$ cat src/rtl/spi_cmd_parser.sv
// spi_cmd_parser: assembles SYNC/CMD/ARG[/CHK] byte frames from an SPI slave into commands,
// with inter-byte timeout and saturating error count. Define SPI_CMD_CHECKSUM_EN for the CHK byte.
module spi_cmd_parser #(
  parameter int unsigned TIMEOUT_CYCLES = 25000,
  parameter logic [7:0]  SYNC_BYTE      = 8'hA5
) (
  input  logic       clk,
  input  logic       rst,
  input  logic [7:0] rx_data,
  input  logic       rx_valid,
  output logic       cmd_valid,
  output logic [7:0] cmd_code,
  output logic [7:0] cmd_arg,
  output logic       err_pulse,
  output logic [7:0] err_count,
  output logic       busy
);

  localparam int unsigned    TW       = $clog2(TIMEOUT_CYCLES + 1);
  localparam logic [TW-1:0]  TMO_LAST = TW'(TIMEOUT_CYCLES - 1);
  localparam logic [TW-1:0]  TMO_ONE  = TW'(1);

  typedef enum logic [1:0] {IDLE, GET_CMD, GET_ARG, GET_CHK} state_t;

  state_t        state;
  logic [7:0]    cmd_reg;
  logic [TW-1:0] tmo_cnt;
`ifdef SPI_CMD_CHECKSUM_EN
  logic [7:0]    arg_reg;
`endif

  assign busy = (state != IDLE);

  always_ff @(posedge clk) begin
    if (rst) begin
      state     <= IDLE;
      cmd_reg   <= '0;
`ifdef SPI_CMD_CHECKSUM_EN
      arg_reg   <= '0;
`endif
      tmo_cnt   <= '0;
      cmd_valid <= 1'b0;
      err_pulse <= 1'b0;
      cmd_code  <= '0;
      cmd_arg   <= '0;
      err_count <= '0;
    end else begin
      cmd_valid <= 1'b0;
      err_pulse <= 1'b0;

      if (state == IDLE || rx_valid)
        tmo_cnt <= '0;
      else
        tmo_cnt <= tmo_cnt + TMO_ONE;

      // A byte arriving on the expiry cycle wins over the timeout.
      if (rx_valid) begin
        case (state)
          IDLE: begin
            if (rx_data == SYNC_BYTE)
              state <= GET_CMD;
          end
          GET_CMD: begin
            cmd_reg <= rx_data;
            state   <= GET_ARG;
          end
          GET_ARG: begin
`ifdef SPI_CMD_CHECKSUM_EN
            arg_reg <= rx_data;
            state   <= GET_CHK;
`else
            cmd_code  <= cmd_reg;
            cmd_arg   <= rx_data;
            cmd_valid <= 1'b1;
            state     <= IDLE;
`endif
          end
          default: begin
`ifdef SPI_CMD_CHECKSUM_EN
            if (rx_data == (cmd_reg ^ arg_reg)) begin
              cmd_code  <= cmd_reg;
              cmd_arg   <= arg_reg;
              cmd_valid <= 1'b1;
            end else begin
              err_pulse <= 1'b1;
              if (err_count != 8'hFF)
                err_count <= err_count + 8'd1;
            end
`endif
            state <= IDLE;
          end
        endcase
      end else if (state != IDLE && tmo_cnt == TMO_LAST) begin
        state     <= IDLE;
        err_pulse <= 1'b1;
        if (err_count != 8'hFF)
          err_count <= err_count + 8'd1;
      end
    end
  end

endmodule

$ cat config.mk
export PLATFORM = sky130hd
export DESIGN_NAME = spi_cmd_parser
export DESIGN_NICKNAME = d
export VERILOG_FILES = /design/src/rtl/spi_cmd_parser.sv
export SDC_FILE = /design/constraint.sdc
export NUM_CORES = 1
export LEC_CHECK = 0
export ABC_CLOCK_PERIOD_IN_PS = 4600
export CAP_MARGIN = 10
export CORE_UTILIZATION = 45
export DETAILED_ROUTE_END_ITERATION = 8
export DONT_BUFFER_PORTS = 1
export PLACE_DENSITY = 0.64
export SETUP_SLACK_MARGIN = 0.3
export SKIP_LAST_GASP = 1
export SYNTH_ARGS = -nofsm -noshare
export SYNTH_HDL_FRONTEND = slang
export SYNTH_SLANG_ARGS = --single-unit
$ cat constraint.sdc
create_clock -name clk -period 4.6 [get_ports clk]
set_input_delay 0.92 -clock clk [delete_from_list [all_inputs] [get_ports clk]]
set_output_delay 0.92 -clock clk [all_outputs]
set_load 0.02 [all_outputs]
==> impl_metrics.yaml, run 1 <==
sta:
  whs_ps: 452.8
  tightest_slew_ps: 946.9
  fin_ws_ps: 2472
  grt_setup_unrepaired: "no"
  max_freq_mhz: 470.0
  setup_violations: 0
  relSlewSlack: 0.3664
  slew_violations: 0
  report.final.hold_viol_count: 0
  fin_skew_ps: 7.801
  fin_setup_tns_ps: 0
  layout_min_cycle_time_ps: 2128
  period_share: 0.4626
grt:
  antenna_found_initial: 0
  grt-ovfl-total: 0
  grtUsageTotal: 0.1730
  first_global_vias: 1525
  grt_max_degree: 45
  grt_pass1_wl_um: 6872
finish:
  antenna_cells: 0
  finalNetCount: 253
  largest_register: "tmo_cnt"
  fin_cells: 293
  drive_gt1_frac: 0.09959
  multi_input_area_um2: 1071
  synthToLayoutAreaGrowth_pct: 4.800
  fill_cells: 443
  seqCellArea_um2: 1021
  largest_reg_flops: 15
pwr:
  p_per_area_nw_per_um2: 315.4
  p_seq_frac: 0.617
  p_total_uw: 715.1
  p_clk_frac: 0.377
  switching_share: 0.2078
  comb_power_share: 0.006
  p_switching_uw: 148.6
  power.leakage_nw: 0.7459
  power.internal_uw: 566.5
  peakVddDrop_uv: 189.8
critical_path:
  path_cells: "ha_1, and4_1, nand4_1, nor4_2, mux2_1"
  crit_slowest_cell: "nor4_2"
  critPathLaunchType: "flop"
  reg2regPathDepth: 5
  required_ps: 4790
  r2r_start: "tmo_cnt[0]"
  endpoint_kind: "flop"
  critical_path_class: "reg -> reg"
  r2r_setup_slack_ps: 2470
  arrival_ps: 2320
  reg2reg_to: "err_count[7]"
  path_max_fanout: 11
  max_stage_delay_ps: 450
logic_synthesis:
  netlist_area_um2: 2163
  synthArstFlopShare: 0
  ys_top_cells_by_area: "dfxtp_1 (47%), nand2_1 (7.3%), a21oi_1 (6.2%)"
  synth_area_per_cell_um2: 8.794
  synth-seq-cells: 51
  synth_ff_type: "dfxtp_1"
  synth_edf_count: 0
  synth_cells: 246
  yosysWarnings: 0
  syn-num-nets: 259
  synth_top_area_frac: 0.4719
  yosys.cell_types.count: 39
  synth_top_cell_by_area: "dfxtp_1"
  seq_area_frac_synth: 0.4719
cts:
  worstSkewPairLatency_ps: 310
  cts_buffers: 5
  ctsHoldBuffers: 0
  h-tree-depth: 2
  cts_resized: 0
  cts_setup_buffers: 0
  clk_path_buf_depth: 2
  cts_tree: "yes"
  cts-root-buf: "clkbuf_8"
  clk_pin_slew_worst_paths_ps: 90
  clock_sinks: 51
routing:
  wl_per_cell_um: 13.46
  drc: 4
  vias: 1578
  drt_pass1_iterations: 6
  drt_wl_total_um: 3944
  first_iter_violations: 86
  ant_nets: 0
  vias_per_cell: 5.386
worst_hold_path:
  hold_end: "cmd_code[5]"
  holdPathStages: 2
  min_from: "cmd_reg[5]"
  hold_path_class: "reg -> reg"
outcome:
  status: "finished, violations left"
  violations: "design-rule violations"
placed_design:
  pre_cts_slack_ps: 2482
  io_buffers: 0
  dpl.cell_count: 285
  routabilityCongestion: 0.7741
  dp_hpwl_um: 2745
floorplan:
  rows: 24
  die_w_um: 71.34
  start_util: 0.4835
  core_um2: 4474
  ioPinCount: 38
  die_area_um2: 5089
  die_y_um: 71.34
flow_run:
  drv_cap: 0
-- logic make-up after synthesis --
group | synth area share
DFF | 0.4719
and+or+nand+nor | 0.3100
adders and majority gates | 0.01157
xor gates and xnor gates | 0.04453
buffers and inverters | 0.03296
AOI/OAI and AO/OA | 0.07924
muxes | 0.04974
-- cell usage after synthesis (all sizes together) (2+ instances only) --
master and n:
dfxtp 51, nand2 42, a21oi 27, nor2 25
nand3 15, clkbuf 8, mux2 6, nor2b 6
xor2 6, buf 5, nand4 5, xnor2 5
mux2i 4, nor3 4, nor4 4, nor4b 4
or2 4, and3 3, inv 3, nand2b 3
and4 2, ha 2, nand3b 2, o21ai 2
or3 2
-- routing by layer --
metal,part of all wire,routed length [um],global-route usage,vias up
li1,-,-,-,824
met1,0.47,1848,0.2071,715
met2,0.45,1778,0.2868,34
met3,0.062,245,0.04501,5
met4,0.019,73,0.08889,0
met5,0,0,0,-
-- critical path: cells and delay by family, from the launching register on --
family / cells / cell delay [ps]
AND/OR/NAND/NOR: 3 / 1080
flip-flops: 1 / 390
multiplexers: 1 / 350
adder cells (fa/ha/maj): 1 / 210
-- how the worst max path moves through the flow --
stage	startpoint	endpoint	slack [ps]	cells after the start
floorplan	rx_valid	err_count[7]	2570	4
global placement	rx_valid	cmd_code[7]	2510	4
detailed placement	rx_valid	err_count[5]	2480	4
finish	tmo_cnt[0]	err_count[7]	2470	5
global route	tmo_cnt[0]	err_count[2]	2320	5
CTS	tmo_cnt[0]	err_count[7]	2480	5
-- layout make-up --
| class | instances | area share |
|---|---|---|
| multi-input cells | 179 | 0.4724 |
| flip-flops and latches | 51 | 0.4503 |
| inverters | 3 | 0.004967 |
| clock buffers | 6 | 0.03642 |
| clock inverters | 2 | 0.007174 |
| well taps | 52 | 0.02870 |
-- layout by cell type (no fill, tap or decap), types with 3 or more instances in the layout --
cell type,instances
xor2_1,6
nor4b_2,3
mux2i_1,4
nand3_1,15
or2_2,4
mux2_1,4
nand2_1,42
xnor2_1,5
inv_1,3
nor2b_1,6
dfxtp_1,51
nand4_1,5
nor4_2,3
a21oi_1,27
nor2_1,25
clkbuf_8,6
nand2b_1,3
-- per-stage QoR --
stage	instance area [um^2]	utilization
2_1_floorplan	2163	-
3_3_place_gp	2168	0.4846
3_5_place_dp	2168	0.4846
4_1_cts	2267	0.5067
5_1_grt	2267	0.5067
6_report	2267	0.5067
-- power groups by stage --
| stage | registers [mW] | clock network, mW | logic (mW) |
|---|---|---|---|
| floorplan | 0.452 | 0 | 0.00813 |
| global placement | 0.452 | 0 | 0.00413 |
| detailed placement | 0.452 | 0 | 0.00424 |
| CTS | 0.441 | 0.283 | 0.00425 |
| global route | 0.441 | 0.304 | 0.00475 |
| finish | 0.441 | 0.270 | 0.00422 |
Power figures use the tool's default switching activity.
==> run 2: changes to the inputs <==
--- a/config.mk
+++ b/config.mk
@@ -5,12 +5,12 @@
 export SDC_FILE = /design/constraint.sdc
 export NUM_CORES = 1
 export LEC_CHECK = 0
-export ABC_CLOCK_PERIOD_IN_PS = 4600
+export ABC_CLOCK_PERIOD_IN_PS = 1800
 export CAP_MARGIN = 10
 export CORE_UTILIZATION = 45
 export DETAILED_ROUTE_END_ITERATION = 8
 export DONT_BUFFER_PORTS = 1
-export PLACE_DENSITY = 0.64
+export PLACE_DENSITY = 0.66
 export SETUP_SLACK_MARGIN = 0.3
 export SKIP_LAST_GASP = 1
 export SYNTH_ARGS = -nofsm -noshare
==> constraint.sdc (replaced) <==
create_clock -name clk -period 1.8 [get_ports clk]
set_input_delay 0.36 -clock clk [delete_from_list [all_inputs] [get_ports clk]]
set_output_delay 0.36 -clock clk [all_outputs]
set_load 0.02 [all_outputs]
==> impl_metrics.yaml, run 2 (synthesized netlist as in run 1, its figures left out) <==
outcome:
  status: "finished, violations left"
  violations: "design-rule violations"
critical_path:
  endpoint_kind: "flop"
  path_max_fanout: 7
  max_stage_delay_ps: 440
  required_ps: 1990
  crit_end: "err_count[5]"
  r2r_start: "err_count[0]"
  critical_path_class: "reg -> reg"
  arrival_ps: 1830
  reg2reg_to: "err_count[5]"
  startpoint: "err_count[0]"
  crit_slowest_cell: "nor3_4"
  reg2regPathDepth: 5
  path_cells: "ha_4, nand2_2, nor3_4, nor4_2, mux2_1"
  critPathLaunchType: "flop"
  r2r_setup_slack_ps: 160
finish:
  seqCellArea_um2: 1045
  drive_gt1_frac: 0.2549
  synthToLayoutAreaGrowth_pct: 16.19
  antenna_cells: 0
  finalNetCount: 267
  layout_commonest_cell: "nand2_1"
  largest_register: "tmo_cnt"
  largest_reg_flops: 15
  fill_cells: 423
  layout_common_cells: "nand2_1 (40), dfxtp_1 (38), a21oi_1 (25)"
  multi_input_area_um2: 1174
  stdcell_area_um2: 2514
sta:
  relSlewSlack: 0.6851
  grt_setup_unrepaired: "yes"
  slew_violations: 0
  period_share: 0.9131
  fin_setup_tns_ps: 0
  fin_skew_ps: 5.083
  report.final.hold_viol_count: 0
  setup_violations: 0
  max_freq_mhz: 608.4
  tightest_slew_ps: 470.8
  layout_min_cycle_time_ps: 1644
routing:
  vias: 1642
  met1_length_um: 1878
  top_layer: "met4"
  wl_per_cell_um: 13.66
  drc: 6
  first_iter_violations: 84
  vias_per_cell: 5.349
  wl_met2_um: 1931
  wl_met3_um: 320
  drt_wl_total_um: 4193
  ant_nets: 0
  drt_pass1_iterations: 6
placed_design:
  dp_hpwl_um: 2817
  routabilityCongestion: 0.8304
  dpl_cell_area_um2: 2288
  io_buffers: 0
grt:
  grt_max_degree: 45
  grt_pass1_wl_um: 6941
  grtUsageTotal: 0.1752
  first_global_vias: 1605
  antenna_found_initial: 0
  grt-ovfl-total: 0
cts:
  clock_sinks: 51
  clk_path_buf_depth: 2
  ctsHoldBuffers: 0
  cts_buffers: 5
  clk_pin_slew_worst_paths_ps: 90
  h-tree-depth: 2
  cts_tree: "yes"
  worstSkewPairLatency_ps: 300
  cts-root-buf: "clkbuf_8"
floorplan:
  rows: 24
  die_w_um: 71.34
  ioPinCount: 38
  die_area_um2: 5089
  die_y_um: 71.34
  core_um2: 4474
  start_util: 0.4835
pwr:
  p_per_area_nw_per_um2: 724.1
  power.leakage_nw: 0.8431
  peakVddDrop_uv: 652.8
worst_hold_path:
  hold_path_class: "in -> reg"
flow_run:
  drv_cap: 0
run 2: cell types whose count changed in the layout (fill, tap and decap cells not counted), sizes merged:
| cell | delta |
|---|---|
| buf | +14 |
run 2: how the worst min path moves through the flow:
stage / from / to / slack (ps) / cells past startpoint
detailed placement: rst / err_count[3] / 430 / 1
floorplan: cmd_reg[4] / cmd_code[4] / 430 / 2
global route: rst / err_count[3] / 90 / 1
global placement: rst / err_count[3] / 430 / 1
CTS: rst / err_count[3] / 100 / 1
finish: rst / err_count[3] / 110 / 1
run 2: routing by layer:
layer | vias to the layer above | track usage
li1 | 848 | -
met1 | 740 | 0.1913
met2 | 47 | 0.3122
met3 | 7 | 0.05626
met4 | 0 | 0.07333
met5 | - | 0
run 2: where the power goes:
group	leakage [nW]	switching (mW)	total (mW)	internal [mW]
clock	0.0474	0.370	0.684	0.314
combinational	0.378	0.00470	0.0133	0.00862
sequential	0.418	0.000195	1.12	1.12
run 2: area by class of cell:
| type | instances | area share |
|---|---|---|
| Clock buffer | 6 | 0.03285 |
| Tap cell | 52 | 0.02588 |
| Timing Repair Buffer | 14 | 0.04778 |
| Sequential cell | 51 | 0.4156 |
| Inverter | 3 | 0.004480 |
| Multi-Input combinational cell | 179 | 0.4669 |
| Clock inverter | 2 | 0.006471 |
run 2: what timing repair did:
item | CTS | global route
gates cloned | 1 | 0
buffers inserted | 3 | 1
gates resized for setup | 9 | 16
hold endpoints to repair | 0 | 0
pin swaps | 3 | 3
endpoints found under the setup margin | 9 | 22
run 2: metrics by stage:
stage	worst slack, ps	std cells	hold WS (ps)	util	total power [mW]
after CTS	167.1	306	104.5	0.5470	1.846
after floorplan	247.5	246	431.5	-	1.172
final	156.4	307	113.8	0.5618	1.820
after detailed placement	117.4	294	429.8	0.5115	1.162
after global routing	78.47	307	90.18	0.5618	1.899
after global placement	152.7	294	428.6	0.5115	1.161
run 2: critical path: cells and delay by family (launching register included):
family / cells / cell delay (ps)
simple gates: 3 / 620
flops: 1 / 420
mux: 1 / 320
fa+ha+maj: 1 / 170
==> run 3: changes to the inputs <==
--- a/config.mk
+++ b/config.mk
@@ -5,12 +5,12 @@
 export SDC_FILE = /design/constraint.sdc
 export NUM_CORES = 1
 export LEC_CHECK = 0
-export ABC_CLOCK_PERIOD_IN_PS = 1800
+export ABC_CLOCK_PERIOD_IN_PS = 2000
 export CAP_MARGIN = 10
-export CORE_UTILIZATION = 45
+export CORE_UTILIZATION = 60
 export DETAILED_ROUTE_END_ITERATION = 8
 export DONT_BUFFER_PORTS = 1
-export PLACE_DENSITY = 0.66
+export PLACE_DENSITY = 0.8
 export SETUP_SLACK_MARGIN = 0.3
 export SKIP_LAST_GASP = 1
 export SYNTH_ARGS = -nofsm -noshare
==> constraint.sdc (replaced) <==
create_clock -name clk -period 2 [get_ports clk]
set_input_delay 0.4 -clock clk [delete_from_list [all_inputs] [get_ports clk]]
set_output_delay 0.4 -clock clk [all_outputs]
set_load 0.02 [all_outputs]
==> impl_metrics.yaml, run 3 (synthesized netlist as in run 1, its figures left out) <==
outcome:
  status: "complete, no violations"
sta:
  fin_ws_ps: 247.2
  slew_violations: 0
  layout_min_cycle_time_ps: 1753
  whs_ps: 84.39
  max_freq_mhz: 570.5
  report.final.hold_viol_count: 0
  grt_setup_unrepaired: "yes"
  fin_skew_ps: 11.28
  period_share: 0.8764
  tightest_slew_ps: 386.1
  fin_setup_tns_ps: 0
  relSlewSlack: 0.7420
  setup_violations: 0
critical_path:
  endpoint_kind: "flop"
  r2r_start: "tmo_cnt[11]"
  required_ps: 2270
  reg2reg_to: "err_count[6]"
  path_max_fanout: 4
  critPathLaunchType: "flop"
  reg2regPathDepth: 5
  r2r_setup_slack_ps: 250
  critical_path_class: "reg -> reg"
  arrival_ps: 2020
cts:
  clk_path_buf_depth: 2
  clk_pin_slew_worst_paths_ps: 150
  h-tree-depth: 2
  cts_buffers: 5
  cts-root-buf: "clkbuf_4"
  clock_sinks: 51
  cts_tree: "yes"
  ctsHoldBuffers: 0
  worstSkewPairLatency_ps: 370
routing:
  vias: 1691
  drt_wl_total_um: 4362
  ant_nets: 0
  first_iter_violations: 84
  drc: 0
  wl_per_cell_um: 14.49
  vias_per_cell: 5.618
  drt_pass1_iterations: 4
grt:
  grt_pass1_wl_um: 6134
  grtUsageTotal: 0.2222
  first_global_vias: 1430
  antenna_found_initial: 0
  grt-ovfl-total: 0
  grt_max_degree: 45
floorplan:
  core_um2: 3390
  die_y_um: 62.05
  die_area_um2: 3850
  start_util: 0.6382
  ioPinCount: 38
  die_w_um: 62.05
  rows: 21
placed_design:
  io_buffers: 0
  dpl_cell_area_um2: 2206
  dp_hpwl_um: 2674
  routabilityCongestion: 0.8221
  pre_cts_slack_ps: 216.8
finish:
  final_util: 0.7217
  layout_common_cells: "nand2_1 (41), dfxtp_1 (41), a21oi_1 (26)"
  multi_input_area_um2: 1159
  finalNetCount: 267
  largest_reg_flops: 15
  fill_cells: 253
  antenna_cells: 0
  synthToLayoutAreaGrowth_pct: 13.07
  drive_gt1_frac: 0.2235
  stdcell_area_um2: 2446
  largest_register: "tmo_cnt"
  seqCellArea_um2: 1039
flow_run:
  drv_cap: 0
pwr:
  power.leakage_nw: 0.8125
  p_per_area_nw_per_um2: 623.6
  peakVddDrop_uv: 551.8
worst_hold_path:
  holdPathStages: 1
  min_from: "rst"
  hold_end: "state[0]"
  hold_path_class: "in -> reg"
-- run 3: worst max path at each step --
stage	start	endpoint	slack, ps	depth (start not counted)
3_3_place_gp	tmo_cnt[0]	err_count[7]	270	6
4_1_cts	tmo_cnt[1]	err_count[7]	290	6
6_report	tmo_cnt[11]	err_count[6]	250	5
3_5_place_dp	err_count[0]	err_count[2]	220	5
2_1_floorplan	tmo_cnt[0]	err_count[7]	320	6
5_1_grt	tmo_cnt[1]	err_count[6]	200	6
-- run 3: per-stage QoR --
stage               power [mW]  std cells
detailed placement       1.048        285
global placement         1.048        285
CTS                      1.547        296
floorplan                1.057        246
global route             1.590        301
finish                   1.525        301
-- run 3: area by class of cell --
cell class / count / area share
timing repair buffer: 14 / 0.04604
sequential: 51 / 0.4246
clock buffer: 6 / 0.02097
clock inverter: 2 / 0.006650
multi-input combinational: 179 / 0.4737
tap: 46 / 0.02353
inverter: 3 / 0.004604
-- run 3: what timing repair did --
item,4_1_cts,5_1_grt
gates resized for setup,4,28
setup endpoints to repair,7,7
pin swaps,1,8
buffers inserted,3,4
cloned,0,1
-- run 3: per-layer routing --
layer / share of wire / GRT usage / up-vias
li1: - / - / 854
met1: 0.44 / 0.2494 / 794
met2: 0.49 / 0.3936 / 39
met3: 0.052 / 0.08075 / 4
met4: 0.010 / 0.06349 / 0
met5: 0 / 0 / -
-- run 3: report_power, final --
| part | leakage (nW) | internal, mW | switching, mW |
|---|---|---|---|
| combinational | 0.362 | 0.00589 | 0.00383 |
| sequential | 0.416 | 1.01 | 0.000204 |
| clock | 0.0345 | 0.174 | 0.328 |
| total | 0.812 | 1.19 | 0.332 |
-- run 3: worst max-delay path, cell delays in order (launching register included) --
cell and delay, ps:
dfxtp_1 380, nor4b_2 280, nand4_1 210, buf_6 200, nor4_2 220, mux2_2 370
